[src/rtl/usb_fe_tx_if.sv]
// Byte-stream handshake between the protocol engine and the USB line transmitter.
interface usb_fe_tx_if;
  logic [7:0] in_data;
  logic       in_valid;
  logic       in_last;
  logic       in_ready;

  modport master (output in_data, output in_valid, output in_last, input in_ready);
  modport slave  (input in_data, input in_valid, input in_last, output in_ready);
endinterface

[src/rtl/usb_fe_tx.sv]
// USB FS/LS line transmitter: SYNC, NRZI + bit-stuffed payload, EOP and
// inter-packet gap, one bit per CLK_DIV clocks, all outputs registered.
module usb_fe_tx #(
  parameter int unsigned CLK_DIV      = 4,     // clocks per bit time, >= 2
  parameter bit          LS_MODE      = 1'b0,  // 1 swaps dp/dn for J and K
  parameter int unsigned EOP_SE0_BITS = 2,     // >= 1
  parameter int unsigned IPG_BITS     = 6      // >= 1
) (
  input  logic       clk,
  input  logic       rst,
  usb_fe_tx_if.slave byte_if,
  output logic       dp_tx,
  output logic       dn_tx,
  output logic       oe,
  output logic       busy,
  output logic       err_underrun
);

  localparam int unsigned DW = $clog2(CLK_DIV);
  localparam logic LINE_J = 1'b1;
  localparam logic LINE_K = 1'b0;
  localparam logic J_DP   = ~LS_MODE;

  typedef enum logic [2:0] {
    S_IDLE, S_SYNC, S_DATA, S_UNDER, S_EOP_SE0, S_EOP_J, S_GAP
  } state_t;

  state_t          state_q, state_d;
  logic [DW-1:0]   div_q, div_d;
  logic [7:0]      bcnt_q, bcnt_d;
  logic [2:0]      ones_q, ones_d;
  logic            line_q, line_d;
  logic            hold_full_q, hold_full_d;
  logic            in_ready_q;
  logic [7:0]      hold_q, shift_q;
  logic            hold_last_q, last_q;
  logic            dp_q, dp_d, dn_q, dn_d, oe_q, oe_d, busy_q, busy_d, err_q, err_d;
  logic            strobe, load, flush, wr, se0;
  logic [2:0]      nb;

  assign strobe           = (div_q == DW'(CLK_DIV - 1));
  assign wr               = byte_if.in_valid && in_ready_q;
  assign byte_if.in_ready = in_ready_q;
  assign dp_tx            = dp_q;
  assign dn_tx            = dn_q;
  assign oe               = oe_q;
  assign busy             = busy_q;
  assign err_underrun     = err_q;

  // State register plus handshake and registered line outputs.
  always_ff @(posedge clk) begin
    // NOTE: non-blocking (<=) in clocked blocks so every register samples pre-edge values.
    if (rst) begin
      state_q     <= S_IDLE;
      div_q       <= '0;
      bcnt_q      <= '0;
      ones_q      <= '0;
      line_q      <= LINE_J;
      hold_full_q <= 1'b0;
      in_ready_q  <= 1'b0;
      dp_q        <= J_DP;
      dn_q        <= ~J_DP;
      oe_q        <= 1'b0;
      busy_q      <= 1'b0;
      err_q       <= 1'b0;
    end else begin
      state_q     <= state_d;
      div_q       <= div_d;
      bcnt_q      <= bcnt_d;
      ones_q      <= ones_d;
      line_q      <= line_d;
      hold_full_q <= hold_full_d;
      in_ready_q  <= ~hold_full_d;
      dp_q        <= dp_d;
      dn_q        <= dn_d;
      oe_q        <= oe_d;
      busy_q      <= busy_d;
      err_q       <= err_d;
    end
  end

  // Byte holding register and shifter contents.
  always_ff @(posedge clk) begin
    // NOTE: payload registers carry no reset; they are only read after a load
    // qualified by reset-cleared control state.
    if (wr) begin
      hold_q      <= byte_if.in_data;
      hold_last_q <= byte_if.in_last;
    end
    if (load) begin
      shift_q <= hold_q;
      last_q  <= hold_last_q;
    end
  end

  // Next state: bit timing, SYNC pattern, NRZI/stuffing, byte hand-off, EOP and gap.
  always_comb begin
    // NOTE: every signal gets a default first so no path infers a latch.
    state_d = state_q;
    div_d   = '0;
    bcnt_d  = bcnt_q;
    ones_d  = ones_q;
    line_d  = line_q;
    err_d   = 1'b0;
    load    = 1'b0;
    flush   = 1'b0;
    nb      = bcnt_q[2:0] + 3'd1;
    if (state_q != S_IDLE && !strobe) div_d = div_q + DW'(1);

    case (state_q)
      S_IDLE: begin
        line_d = LINE_J;
        if (hold_full_q) begin
          state_d = S_SYNC;
          bcnt_d  = '0;
          line_d  = LINE_K;
        end
      end
      S_SYNC: if (strobe) begin
        if (bcnt_q == 8'd7) begin
          // SYNC ends in a data 1, so the first payload bit counts from one.
          state_d = S_DATA;
          load    = 1'b1;
          bcnt_d  = '0;
          line_d  = hold_q[0] ? line_q : ~line_q;
          ones_d  = hold_q[0] ? 3'd2 : 3'd0;
        end else begin
          bcnt_d = bcnt_q + 8'd1;
          line_d = (nb[0] && nb != 3'd7) ? LINE_J : LINE_K;
        end
      end
      S_DATA: if (strobe) begin
        if (ones_q == 3'd6) begin
          // Stuff bit takes precedence over the byte boundary and EOP.
          line_d = ~line_q;
          ones_d = '0;
        end else if (bcnt_q != 8'd7) begin
          bcnt_d = bcnt_q + 8'd1;
          line_d = shift_q[nb] ? line_q : ~line_q;
          ones_d = shift_q[nb] ? ones_q + 3'd1 : 3'd0;
        end else if (last_q) begin
          state_d = S_EOP_SE0;
          bcnt_d  = '0;
        end else if (hold_full_q) begin
          load   = 1'b1;
          bcnt_d = '0;
          line_d = hold_q[0] ? line_q : ~line_q;
          ones_d = hold_q[0] ? ones_q + 3'd1 : 3'd0;
        end else begin
          // Abort: a long unstuffed J run makes the receiver drop the packet.
          err_d   = 1'b1;
          state_d = S_UNDER;
          bcnt_d  = '0;
          line_d  = LINE_J;
        end
      end
      S_UNDER: if (strobe) begin
        if (bcnt_q == 8'd7) begin
          state_d = S_EOP_SE0;
          flush   = 1'b1;
          bcnt_d  = '0;
        end else begin
          bcnt_d = bcnt_q + 8'd1;
        end
      end
      S_EOP_SE0: if (strobe) begin
        if (bcnt_q == 8'(EOP_SE0_BITS - 1)) begin
          state_d = S_EOP_J;
          bcnt_d  = '0;
          line_d  = LINE_J;
        end else begin
          bcnt_d = bcnt_q + 8'd1;
        end
      end
      S_EOP_J: if (strobe) begin
        state_d = S_GAP;
        bcnt_d  = '0;
      end
      S_GAP: if (strobe) begin
        if (bcnt_q == 8'(IPG_BITS - 1)) begin
          // Going straight to SYNC keeps the gap at exactly IPG_BITS bit times.
          bcnt_d = '0;
          if (hold_full_q) begin
            state_d = S_SYNC;
            line_d  = LINE_K;
          end else begin
            state_d = S_IDLE;
          end
        end else begin
          bcnt_d = bcnt_q + 8'd1;
        end
      end
      default: state_d = S_IDLE;
    endcase

    // A byte written on the same clock as a load survives; an abort drops it.
    if (flush)            hold_full_d = 1'b0;
    else if (wr)          hold_full_d = 1'b1;
    else if (load)        hold_full_d = 1'b0;
    else                  hold_full_d = hold_full_q;
  end

  // Output decode from the next state so the pads change with the state.
  always_comb begin
    se0    = (state_d == S_EOP_SE0);
    oe_d   = !(state_d inside {S_IDLE, S_GAP});
    busy_d = (state_d != S_IDLE);
    dp_d   = se0 ? 1'b0 : (line_d ? J_DP : ~J_DP);
    dn_d   = se0 ? 1'b0 : (line_d ? ~J_DP : J_DP);
  end

endmodule

[src/flat_wrapper.sv]
// flat-port wrapper written by rule: the top's interface ports become plain ports
module usb_fe_tx_flat 
#(
  parameter int unsigned CLK_DIV      = 4,                                 
  parameter bit          LS_MODE      = 1'b0,                              
  parameter int unsigned EOP_SE0_BITS = 2,            
  parameter int unsigned IPG_BITS     = 6             
)
  (clk, rst, dp_tx, dn_tx, oe, busy, err_underrun, byte_if_in_data, byte_if_in_valid, byte_if_in_last, byte_if_in_ready);
  usb_fe_tx_if byte_if_i ();
  input  logic clk;
  input  logic rst;
  output logic dp_tx;
  output logic dn_tx;
  output logic oe;
  output logic busy;
  output logic err_underrun;
  input wire logic [$bits(byte_if_i.in_data)-1:0] byte_if_in_data;
  input wire logic [$bits(byte_if_i.in_valid)-1:0] byte_if_in_valid;
  input wire logic [$bits(byte_if_i.in_last)-1:0] byte_if_in_last;
  output wire logic [$bits(byte_if_i.in_ready)-1:0] byte_if_in_ready;
  assign byte_if_i.in_data = byte_if_in_data;
  assign byte_if_i.in_valid = byte_if_in_valid;
  assign byte_if_i.in_last = byte_if_in_last;
  assign byte_if_in_ready = byte_if_i.in_ready;
  usb_fe_tx #(.CLK_DIV(CLK_DIV), .LS_MODE(LS_MODE), .EOP_SE0_BITS(EOP_SE0_BITS), .IPG_BITS(IPG_BITS)) u_core (.clk(clk), .rst(rst), .byte_if(byte_if_i), .dp_tx(dp_tx), .dn_tx(dn_tx), .oe(oe), .busy(busy), .err_underrun(err_underrun));
endmodule
[config.mk]
export PLATFORM = sky130hd
export DESIGN_NAME = usb_fe_tx_flat
export DESIGN_NICKNAME = d
export VERILOG_FILES = /design/src/rtl/usb_fe_tx_if.sv /design/src/rtl/usb_fe_tx.sv /design/src/flat_wrapper.sv
export SDC_FILE = /design/constraint.sdc
export NUM_CORES = 1
export LEC_CHECK = 0
export ABC_AREA = 1
export CAP_MARGIN = 5
export CORE_AREA = 2 2 62 64
export CTS_BUF_LIST = sky130_fd_sc_hd__clkbuf_8 sky130_fd_sc_hd__clkbuf_16
export CTS_CLUSTER_DIAMETER = 50
export DETAILED_ROUTE_END_ITERATION = 6
export DIE_AREA = 0 0 64 66
export DONT_BUFFER_PORTS = 1
export GPL_TIMING_DRIVEN = 0
export PLACE_DENSITY = 0.8
export SYNTH_ARGS = -nofsm -noshare
export SYNTH_HDL_FRONTEND = slang
export SYNTH_SLANG_ARGS = --single-unit
[constraint.sdc]
create_clock -name clk -period 4.2 [get_ports clk]
set_clock_uncertainty 0.15 [all_clocks]
set_input_delay 0.63 -clock clk [delete_from_list [all_inputs] [get_ports clk]]
set_output_delay 0.63 -clock clk [all_outputs]
set_load 0.01 [all_outputs]
==> results.txt <==
Synth warnings: 0
Routability cong.: 0.902
Final setup fails: 0
Bufs on Longest Clock Path: 2
Synth Cell Area: 2260 um2
Critical path arrival: 2780 ps
Status: finished clean
Crit path time final: 2700 ps
Max-cap viol count: 0
CTS clk-pin slew, worst paths: 80 ps
Distinct cells, synth: 44
Place WS: 1570 ps
TNS Setup: 0 ps
Initial core utilization: 63.7%
Post-CTS Resized: 0
Inserted Clock Buffers: 5
Synthesized flop and latch total: 42
Vias/cell: 5.41
Initial DRT Pass Iterations: 4
Clock tree from TritonCTS: done
Layout area overhead: 8.74%
Starting DRT DRC Count: 113
IO Port Bufs: 0
Max Freq: 370 MHz
Worst slew margin: 44.1%
Vias in the first global route: 1575
GRT overflow: 0
Die X: 64 um
Pwr dens: 359 nW/um2
Seq. cell area: 1020 um2
Clock sinks: 42
Critical path peak fanout: 10
Post-Syn Instances: 273
Slew @ Worst Pin: 839 ps
Leak: 0.986 nW
DP Area: 2320 um2
# hold bufs at CTS: 0
RSZ-0062 raised after global routing: false
Total die area: 4220 um2
ANT cells: 0
Setup CP Type: flip-flop to flip-flop
Total GRT Usage: 22.1%
Worst skew pair latency: 300 ps
Post-synth EDFFs: 18
Syn avg cell area: 8.29 um2
Final HPWL from detailed placement: 3120 um
WP data required: 4280 ps
Core box area: 3550 um2
Register area share after synthesis: 45.1%
Die Ht: 66 um
Hold Path Class: flip-flop to flip-flop
Final worst slack: 1500 ps
Remaining routing DRC violations: 0
Critical path endpoint category: flip-flop
Clock root buffer: clkbuf_8
Fillers: 286
Initial antenna violation count: 0
Syn_nets: 291
Largest net degree at the start of global routing: 15
# rows: 22
I/O pin count: 18
Vias: 1781
Global-route wire length before repair: 7110 um
Final hold vios: 0
Share of cells above drive strength 1: 16.0%
Final ANT Viol Nets: 0
Startpoint Class: flip-flop
WL final: 4200 um
Post-CTS Setup Bufs: 0
Multi-input gate area: 1060 um2
Period utilization: 64.3%
Post-layout power: 883 uW
Asr flop ratio synth: 0%
Layout Nets: 298
Synth Flop Type: dfxtp_1
Max VDD drop: 304 uV
Max-slew violation count: 0
Post-route cell area: 2460 um2
H-tree depth: 2
DR WL/cell: 12.8 um
-- final cells by class --
| cell class | instances | share of cell area, % |
|---|---|---|
| Clock inverter | 3 | 2.80 |
| Tap cell | 48 | 2.44 |
| Multi-Input combinational cell | 186 | 43.2 |
| Sequential cell | 42 | 41.5 |
| Buffer | 5 | 1.07 |
| Clock buffer | 5 | 2.80 |
| Inverter | 40 | 6.21 |
-- stage by stage --
stage / util, % / std cells / hold WS, ps
after detailed placement: 65.4 / 321 / 255
after floorplan: - / 273 / 248
final: 69.3 / 329 / 267
after CTS: 69.3 / 329 / 267
after global routing: 69.3 / 329 / 258
after global placement: 65.4 / 321 / 251
-- power by group --
| part | leakage, nW | switching [mW] | internal, mW |
|---|---|---|---|
| Clock | 0.0683 | 0.141 | 0.238 |
| Combinational | 0.559 | 0.0403 | 0.0177 |
| Sequential | 0.359 | 0.00880 | 0.437 |
| Total | 0.986 | 0.191 | 0.692 |
-- flip-flops by register name, indices dropped and copies added (netlist names) --
name / cells
u_core.err_underrun: 1
u_core.busy: 1
u_core.dp_tx: 1
u_core.byte_if.in_ready: 1
u_core.oe: 1
u_core.ones_q: 3
u_core.state_q: 3
u_core.last_q: 1
u_core.bcnt_q: 8
u_core.dn_tx: 1
u_core.line_q: 1
u_core.hold_last_q: 1
u_core.div_q: 2
u_core.shift_q: 8
u_core.hold_full_q: 1
u_core.hold_q: 8
-- critical path: stages, from the launching register on --
cell	delay [ps]
dfxtp_1	490
ha_1	350
nand3_4	130
nor2_8	190
nand3_1	90
a21oi_1	660
o21ai_0	200
o21ai_0	180
inv_1	70
nor2_1	110
-- synthesized netlist by cell type (2+ instances only) --
master	instances	share of area (%)
a21oi_1	13	2.9
o21ai_1	2	0.44
a211oi_1	2	0.66
nor2_1	28	4.6
inv_1	31	5.1
xor2_1	4	1.5
nand2_2	4	1.1
dfxtp_1	24	21
ha_1	6	3.3
nand3_4	2	1.5
nand3_1	17	3.8
nand4_1	2	0.55
nand2_1	60	10
nor3_1	8	1.8
nor2_2	3	0.83
edfxtp_1	18	24
buf_2	2	0.44
o21ai_0	9	2.0
nand3b_1	2	0.66
inv_2	8	1.3
or2_2	2	0.55
nand3_2	4	1.8
-- cells by family after synthesis --
kind of cell | Yosys count | share of synthesized area [%]
buffers and inverters | 45 | 7.91
adders and majority gates | 6 | 3.32
DFF | 42 | 45.1
xor gates and xnor gates | 5 | 1.94
and+or+nand+nor | 142 | 32.8
AOI/OAI and AO/OA | 33 | 8.91
-- placed cells by master, fill, tap and decap left out, drive strengths merged --
master / count
a21oi: 13
buf: 3
inv: 40
bufinv: 2
o21ai: 12
xor2: 4
edfxtp: 18
nand2: 65
nor3b: 2
nor2: 33
o21a: 1
a211oi: 2
o31ai: 1
nand3: 23
o22ai: 1
nor3: 10
nand4: 2
or2: 4
xnor2: 1
clkbuf: 7
nand3b: 3
o211ai: 1
ha: 6
dfxtp: 24
clkinv: 1
o2111ai: 1
a31oi: 1
-- worst paths after layout --
kind / from / cells after the start / endpoint / slack (ps)
worst max register to register: u_core.bcnt_q[0] / 9 / u_core.byte_if.in_ready / 1500
worst max-delay path: u_core.bcnt_q[0] / 9 / u_core.byte_if.in_ready / 1500
worst min register to register: u_core.hold_q[4] / 0 / u_core.shift_q[4] / 270
worst min-delay path: u_core.hold_q[4] / 0 / u_core.shift_q[4] / 270
-- routing by layer --
metal	global-route usage, %	wire length, um	up-vias
met5	0	0	-
met4	7.34	54	0
met3	5.62	292	5
met2	36.6	2060	70
met1	28.4	1790	804
li1	-	-	902
(Power assumes the default switching activity.)
